`src/rtl/alu_cmd_sequencer.sv`:
```
// Command front-end for the two-stage ALU: issues one command at a time, holds operands
// stable, captures Y after LAT edges and returns it over a valid/ready handshake.
module alu_cmd_sequencer #(
  parameter int WIDTH = 32,
  parameter int LAT   = 2
) (
  input  logic             Clock,
  input  logic             Reset_n,
  input  logic             cmd_valid,
  output logic             cmd_ready,
  input  logic [4:0]       cmd_op,
  input  logic [WIDTH-1:0] cmd_a,
  input  logic [WIDTH-1:0] cmd_b,
  input  logic             cmd_use_acc,
  output logic [4:0]       alu_op,
  output logic [WIDTH-1:0] alu_a,
  output logic [WIDTH-1:0] alu_b,
  input  logic [WIDTH-1:0] alu_y,
  output logic             res_valid,
  input  logic             res_ready,
  output logic [WIDTH-1:0] res_data,
  output logic             res_zero,
  output logic             busy,
  output logic [15:0]      op_count
);

  localparam int CW = (LAT > 1) ? $clog2(LAT) : 1;

  typedef enum logic [1:0] {IDLE, EXEC, CAPT, RESP} state_t;

  state_t          state, state_nxt;
  logic [CW-1:0]   wait_cnt;
  logic [WIDTH-1:0] acc;
  logic            accept;

  // Handshake outputs decode registered state only, so no input reaches them combinationally.
  assign cmd_ready = (state == IDLE);
  assign res_valid = (state == RESP);
  assign busy      = (state != IDLE);
  assign accept    = cmd_valid && cmd_ready;

  always_ff @(posedge Clock or negedge Reset_n) begin
    if (!Reset_n) state <= IDLE;
    else          state <= state_nxt;
  end

  always_comb begin
    state_nxt = state;
    case (state)
      IDLE: if (cmd_valid)        state_nxt = EXEC;
      EXEC: if (wait_cnt == '0)   state_nxt = CAPT;
      CAPT:                       state_nxt = RESP;
      RESP: if (res_ready)        state_nxt = IDLE;
      default:                    state_nxt = IDLE;
    endcase
  end

  // ALU inputs change only on accept so Op[1:0] is still valid at the ALU's second edge.
  always_ff @(posedge Clock or negedge Reset_n) begin
    if (!Reset_n) begin
      alu_op   <= '0;
      alu_a    <= '0;
      alu_b    <= '0;
      wait_cnt <= '0;
      res_data <= '0;
      res_zero <= 1'b1;
      acc      <= '0;
      op_count <= '0;
    end else begin
      if (accept) begin
        alu_op   <= cmd_op;
        alu_b    <= cmd_b;
        alu_a    <= cmd_use_acc ? acc : cmd_a;
        wait_cnt <= CW'(LAT - 1);
      end else if (state == EXEC && wait_cnt != '0) begin
        wait_cnt <= wait_cnt - 1'b1;
      end
      if (state == CAPT) begin
        res_data <= alu_y;
        acc      <= alu_y;
        res_zero <= (alu_y == '0);
      end
      if (state == RESP && res_ready) begin
        op_count <= op_count + 16'd1;
      end
    end
  end

endmodule

```
`config.mk`:
```
export PLATFORM = sky130hd
export DESIGN_NAME = alu_cmd_sequencer
export DESIGN_NICKNAME = d
export VERILOG_FILES = /design/src/rtl/alu_cmd_sequencer.sv
export SDC_FILE = /design/constraint.sdc
export NUM_CORES = 1
export LEC_CHECK = 0
export BUFFER_PORTS_ARGS = -buffer_cell sky130_fd_sc_hd__buf_2
export CAP_MARGIN = 25
export CORE_AREA = 2 2 134 97
export DETAILED_ROUTE_END_ITERATION = 6
export DIE_AREA = 0 0 136 99
export PLACE_DENSITY = 0.86
export SLEW_MARGIN = 20
export SYNTH_ARGS = -nofsm -noshare
export SYNTH_HDL_FRONTEND = slang
export SYNTH_SLANG_ARGS = --single-unit
```
`constraint.sdc`:
```
create_clock -name Clock -period 1.6 [get_ports Clock]
set_input_delay 0.08 -clock Clock [delete_from_list [all_inputs] [get_ports Clock]]
set_output_delay 0.08 -clock Clock [all_outputs]
set_load 0.01 [all_outputs]
```
After elaboration in Yosys (flattened, before gate mapping)
Cells that the tools add are included.
W data, S select, Z words.

storage, ports and cells
  register bits = 121
  bits of input ports = 106
  output and inout bits = 121
  word-level logic and storage cells = 31

operators by class
  add/subtract/negate cells = 2
  equal/unequal tests = 6
  mux-type cells = 7
  reduce and logical (&&, ||, !) cells = 8

operator list
  kind                     count
  $logic_not A32 Y1        1
  $mux W32                 1
  $add A16 B1 Y16 const B  1
  $pmux W2 S4              1
  $mux W2                  3
  $eq A2 B2 Y1 const B     2
  $ne A2 B2 Y1 const B     2
  $reduce_bool A2 Y1       2
  $logic_and A1 B1 Y1      3
  $reduce_and A3 Y1        1
  $eq A2 B1 Y1 const B     1
  $logic_not A2 Y1         1
  $mux W1                  2
  $ne A2 B1 Y1 const B     1
  $sub A1 B1 Y1 const B    1

Logic depth before layout (Yosys ltp)
Gate-level depths: netlist (run 1).

  word-level depth = 4
  gate-level depth with buffers = 7

Worst setup path before layout (run 1)
OpenSTA, ideal clock, no wires.

  path kind = reg-to-reg
  from = register state[0]
  to = register alu_b[0]
  data arrival time = 1.630 ns
  setup slack = -0.155 ns
  cell stages (with the launch flop) = 7
  path buffers = 2
  path through = dfrtp_1 -> inv_1 -> ha_1 -> nand2_1 -> clkbuf_1 -> buf_2 -> mux2_2

between the ends
  longest elaborated chain between the ends = 2

ends and longest elaborated chain
  item                    line  source
  start, declared         31    state_t state, state_nxt;
  start signal, assigned  44    else state <= state_nxt;
  $logic_not A2 Y1        37    assign cmd_ready = (state == IDLE);
  via cmd_ready           10    output logic cmd_ready,
  $logic_and A1 B1 Y1     40    assign accept = cmd_valid && cmd_ready;
  end signal, assigned    72    alu_b <= cmd_b;
  end, declared           17    output logic [WIDTH-1:0] alu_b,

The timed path passes the listed nets, and every way through them passes these cells.
A chain may end at the register's enable or synchronous reset.

Worst setup path after layout (run 1)
  from = register state[0]
  to = register res_zero

between the ends
  longest elaborated chain between the ends = 1

ends and longest elaborated chain
  item                  line  source
  $eq A2 B2 Y1          78    if (state == CAPT) begin
  end signal, assigned  81    res_zero <= (alu_y == '0);
  end, declared         22    output logic res_zero,

No other way between the ends.

==> reports/qor.yml, run 1 <==
worst_setup_path:
  critPathKind: "flip-flop to flip-flop"
  critPathMaxStageDelay_ns: 0.49
  slowest_stage: "or4_4"
  critical-path-top-delay-family: "simple AND/OR/NAND/NOR gates"
  start_kind: "flip-flop"
  crit_path_end_kind: "flip-flop"
  worstPathArrival_ns: 2.01
  path_cells: "inv_2 > ha_4 > nor4b_4 > nand4_1 > or4_4 > o22ai_2"
  critPathBufInv: 1
  required_ns: 1.93
  crit_path_max_fanout: 4
detailed_routing:
  vias: 4534
  wl_um: 16100
  ant_nets: 0
  drc: 0
  avgViaCountPerCell: 5.01
  firstDrtPassIters: 4
  detail_route.wl_per_cell_um: 17.8
  drt_iter0_markers: 146
pwr:
  power.net_switching_mw: 5.24
  seq_power_share_pct: 35.8
  powerDensity_nw_per_um2: 1830
  ir_drop_mv: 1.18
  power_frac_comb_pct: 39.2
  power.total_mw: 15.1
  switching_share_pct: 34.7
  clkPwrFrac_pct: 25.0
  leakage_nw: 4.12
  intPower_mw: 9.86
placement:
  port_buffers: 226
  dp_hpwl_um: 9670
  routabilityCongestion: 0.853
  dp.cells: 771
timing:
  rsz0062_at_grt: "true"
  tns_ns: -0.181
  hold_violations: 3
  fmax_mhz: 597
  worstMarginPinSlew_ns: 0.449
  fin_ws_ns: -0.0740
  skew_ns: 0.0110
  final_max_slew_viol_count: 0
  slew_headroom_pct: 69.8
  hold_slack_ns: -0.0114
  period_needed_ns: 1.67
  setup_viol: 7
  fin_crit_sh_pct: 105
synth:
  syn-instance-count: 379
  synthMuxAreaShare_pct: 22.3
  synthDistinctLibCells: 26
  synth_nets: 491
  synth_top_area_cell: "dfrtp_1"
  synth_compound_area_share_pct: 3.82
  synth_top_family_by_area: "multiplexers"
  synth_xor_area_share_pct: 2.62
  synth_enable_flop_cells: 0
  avgSynthCellArea_sq_um: 13.2
  synthAdderAreaFrac_pct: 1.50
  async_reset_ff_share_pct: 100
  synth_ff_type: "dfrtp_1"
  ys_seq_elements: 121
  synth_area_leaders: "dfrtp_1, mux2_2, mux2i_1, o21ai_0, nand2_1"
  netlist_area_sq_um: 5010
  synth_top_area_share_pct: 59.9
  synth.most_common_cell: "dfrtp_1"
  yosysWarnings: 0
  ys_seq_area_share_pct: 60.4
  synth_commonest_cells: "dfrtp_1, mux2_2, nand2_1"
  yosys.area_share.simple_pct: 7.11
cts:
  ctsLongestPathBuffers: 2
  cts.sinks: 121
  cts.reportedPaths.clkPinSlew_ns: 0.06
  worstSkewPairLatency_ns: 0.41
  cts_buffers: 17
  htreeDepth: 4
  cts_tree: "done"
  cts_root_buffer: "clkbuf_16"
layout:
  ff_latch_area_sq_um: 3030
  drive_gt1_share_pct: 50.6
  multi_input_area_sq_um: 1980
  insertedDiodeCount: 0
  fillers: 864
  fin_nets: 842
  finalNonFillerCells: 905
  syn2layout_area_growth_pct: 64.7
status:
  violations: "hold timing, setup timing"
  status: "complete, but fails checks"
grt:
  grt_pass1_vias: 5009
  grt.overflow.total: 0
  grt_max_degree: 49
  grt_usage_pct: 24.2
  antenna_found_initial: 0
  grt_pass1_wl_um: 25000
die:
  pin_count: 227
  dieArea_sq_um: 13500
  die_w_um: 136
  num_rows: 34
  initial_utilization_pct: 41.2
  core_area_sq_um: 12200
  fp.dieH_um: 99
job:
  cap_violations: 0
min_path:
  hp-class: "input port to flip-flop"
-- placed cells by master (no fill, tap or decap), drive strengths merged --
cell	synthesis	routed
nor3	4	4
or4	2	2
nor4b	1	1
mux2	71	71
clkinvlp	0	4
and4	2	2
xnor2	6	6
mux2i	32	32
xor2	9	9
nand3	8	8
inv	6	7
a21oi	1	1
and3	2	2
nand2	37	38
buf	11	257
nor2	6	6
o22ai	1	1
bufinv	0	2
clkinv	0	6
ha	6	6
dfrtp	120	120
o221ai	1	1
dfstp	1	1
nand4	5	5
dlygate4sd3	0	91
nor4	6	6
clkbuf	8	21
o21ai	33	33
-- cell type report --
type                       count  share of cell area (%)
sequential                   121                    36.7
timing repair buffer         350                    29.4
multi-input combinational    234                    24.0
clock buffer                  19                    5.36
tap                          162                    2.45
clock inverter                13                    1.79
inverter                       6                   0.273
-- per-stage QoR --
| stage | worst slack [ns] | cell area (sq um) | util [%] |
|---|---|---|---|
| after global routing | -0.149 | 8260 | 67.9 |
| final | -0.0740 | 8260 | 67.9 |
| after CTS | -0.0543 | 8060 | 66.2 |
| after detailed placement | -0.0409 | 6510 | 53.5 |
| after global placement | 0.00421 | 6510 | 53.5 |
| after floorplan | -0.0322 | 5010 | - |
-- repair_timing --
action | CTS | global route
gates resized for setup | 4 | 24
pin swaps | 0 | 8
setup endpoints to repair | 1 | 69
hold endpoints to repair | 204 | 0
setup buffers | 3 | 4
gates cloned | 0 | 4
hold buffers | 91 | 0
-- flip-flops by register name (all words and copies together), names as in the netlist --
register and count:
res_zero 1, alu_a 32, state 2, alu_b 32
alu_op 5, wait_cnt 1, op_count 16, res_data 32
-- kinds of logic (layout without fill, tap and decap cells) --
family / after synthesis / count (layout)
AOI/OAI and AO/OA: 36 / 36
DFF: 121 / 121
buffers and inverters: 25 / 388
muxes: 103 / 103
and+or+nand+nor: 73 / 74
adders and majority gates: 6 / 6
xor gates and xnor gates: 15 / 15
-- layer usage --
layer / up-vias / global-route usage [%] / share of wire [%]
li1: 2044 / - / -
met1: 2274 / 26.7 / 39
met2: 180 / 43.2 / 53
met3: 36 / 6.94 / 5.7
met4: 0 / 10.8 / 2.6
met5: - / 0 / 0
-- power groups by stage --
stage               Sequential (mW)  Clock, mW  Combinational [mW]
detailed placement             5.36          0                5.24
global route                   5.57       4.00                6.42
floorplan                      5.90          0                2.22
global placement               5.24          0                5.04
finish                         5.40       3.78                5.92
CTS                            5.33       3.82                5.50
-- final timing paths --
path	from	to	slack, ns	depth (start not counted)
max in group asynchronous	Reset_n	res_zero	0.84	3
min in group asynchronous	Reset_n	op_count[11]	0.15	2
max	state[0]	res_zero	-0.07	6
max reg2reg	state[0]	res_zero	-0.07	6
min reg2reg	alu_a[12]	alu_a[12]	0.47	2
min	cmd_a[4]	alu_a[4]	-0.01	3
-- worst reg2reg max path: stages (launching register included) --
cell and delay, ns:
dfrtp_1 0.41, inv_2 0.13, ha_4 0.15, nor4b_4 0.18, nand4_1 0.13, or4_4 0.49
o22ai_2 0.12
No activity file was read; power rests on OpenSTA's default activity.
==> run 2, diff against run 1 <==
Settings changed: CORE_AREA 2 2 134 97 to 2 2 147 106, DIE_AREA 0 0 136 99 to 0 0 149 108, PLACE_DENSITY 0.86 to not set, PLACE_DENSITY_LB_ADDON set to 0.3.
==> run 2 against run 1 <==
Compared with the run above: the flow now finishes without violations; global-route usage is 6.0 points lower; design area up 0.14%; final cell count grew 4.0%; critical path depth shrank 1; fmax increased by 5.0%; die area rose by 20%; count of clock-buffer cells in the layout is 5 higher; flip-flop and latch count did not move; clock skew decreased by 0.0011 ns; first-iteration DRC count is 2.1% higher; register-to-register slack improved by 0.08 ns; power fell by 2.3%; largest power group unchanged; highest routed layer unchanged.
==> reports/qor.yml, run 2 (same netlist as run 1, synthesis figures left out) <==
status:
  status: "complete, no violations"
die:
  initial_utilization_pct: 34.5
  num_rows: 37
  fp.dieH_um: 108
  pin_count: 227
  die_w_um: 149
  dieArea_sq_um: 16100
  core_area_sq_um: 14500
min_path:
  hold_start: "cmd_a[7]"
  hold_path_depth: 3
  holdPathEnd: "alu_a[7]"
  hp-class: "input port to flip-flop"
worst_setup_path:
  crit_path_max_fanout: 2
  r2r_setup_slack_ns: 0.006
  critical-path-top-delay-family: "simple AND/OR/NAND/NOR gates"
  required_ns: 1.93
  rr_startpoint: "state[0]"
  critPathMaxStageDelay_ns: 0.62
  r2r_end: "res_zero"
  slowest_stage: "or4_1"
  start_kind: "input port"
  critPathBufInv: 2
  path_cells: "dlygate4sd3_1 > buf_2 > or4_1 > or4_1 > o22ai_2"
  crit_path_frequent_cell: "or4_1"
  crit_path_end_kind: "flip-flop"
  worstPathArrival_ns: 1.92
  critPathKind: "input port to flip-flop"
  ff2ff_path_depth: 6
cts:
  cts_tree: "done"
  cts_root_buffer: "clkbuf_16"
  cts_buffers: 17
  ctsLongestPathBuffers: 2
  htreeDepth: 4
  cts.sinks: 121
  cts.reportedPaths.clkPinSlew_ns: 0.05
  worstSkewPairLatency_ns: 0.41
placement:
  dp_hpwl_um: 9900
  place_ws_ns: -0.0715
  routabilityCongestion: 0.767
  port_buffers: 226
grt:
  grt.overflow.total: 0
  grt_pass1_vias: 4686
  grt_usage_pct: 18.2
  grt_pass1_wl_um: 22800
  antenna_found_initial: 1
  grt_max_degree: 70
layout:
  final_core_util_pct: 56.9
  layout_commonest_cell: "buf_2"
  fin_nets: 845
  syn2layout_area_growth_pct: 65.0
  final_cell_mix: "buf_2, dfrtp_1, dlygate4sd3_1"
  reg_top3: "alu_a (32), alu_b (32), res_data (32)"
  drive_gt1_share_pct: 49.3
timing:
  skew_ns: 0.00995
  hold_violations: 0
  final_max_slew_viol_count: 0
  setup_viol: 0
  hold_slack_ns: 0.0105
  tns_ns: 0
  fmax_mhz: 627
  fin_ws_ns: 0.00597
  period_needed_ns: 1.59
  slew_headroom_pct: 70.1
  rsz0062_at_grt: "true"
  worstMarginPinSlew_ns: 0.444
  fin_crit_sh_pct: 99.6
pwr:
  power.total_mw: 14.7
  ir_drop_mv: 0.852
  powerDensity_nw_per_um2: 1780
  leakage_nw: 4.13
detailed_routing:
  vias: 4297
  wl_um: 14400
  ant_nets: 0
  drt_iter0_markers: 149
  drc: 0
  avgViaCountPerCell: 4.57
  firstDrtPassIters: 4
  detail_route.wl_per_cell_um: 15.3
job:
  cap_violations: 0
-- run 2: worst max path at each step --
stage              from       end  slack, ns  cells past startpoint
6_report       alu_y[7]  res_zero      0.006                      5
5_1_grt        state[0]  res_zero      -0.08                      6
4_1_cts        alu_y[3]  res_zero      0.002                      7
3_5_place_dp   state[0]  res_zero      -0.07                      6
3_3_place_gp   state[0]  res_zero       0.01                      6
2_1_floorplan  state[0]  alu_b[0]      -0.03                      6
-- run 2: metrics by stage --
stage          cell area, sq um  std cells
2_1_floorplan              5010        379
4_1_cts                    8210        939
5_1_grt                    8270        940
3_3_place_gp               6560        805
6_report                   8270        941
3_5_place_dp               6560        805
-- run 2: layer usage --
layer | GRT usage [%] | routed length [um]
met3 | 5.61 | 893
met1 | 22.1 | 6170
met5 | 0 | 0
met4 | 5.78 | 184
met2 | 31.3 | 7130
-- run 2: cell type report --
cell class | instances | area [sq um]
Antenna cell | 1 | 2.50
Clock buffer | 24 | 492
Clock inverter | 7 | 115
Fill cell | 1232 | 6270
Inverter | 6 | 22.5
Multi-Input combinational cell | 233 | 1950
Sequential cell | 121 | 3030
Tap cell | 195 | 244
Timing Repair Buffer | 354 | 2410
-- run 2: report_power, final --
part | leakage (nW) | internal, mW | switching [mW] | total [mW]
Combinational | 2.37 | 2.88 | 2.63 | 5.50
Clock | 0.292 | 2.60 | 1.29 | 3.89
Sequential | 1.47 | 4.46 | 0.898 | 5.36
-- run 2: timing repair --
action / CTS / global route
pin swaps: 0 / 3
gates resized for setup: 3 / 10
hold buffers: 101 / 0
endpoints found under the hold margin: 221 / 0
setup buffers: 2 / 1
setup endpoints to repair: 1 / 33
-- run 2: worst reg2reg max path, stage by stage (launching register included) --
cell     delay, ns
dfrtp_1       0.39
inv_2         0.12
ha_4          0.15
nor4b_4       0.18
nand4_1       0.09
or4_1         0.49
o22ai_2       0.10
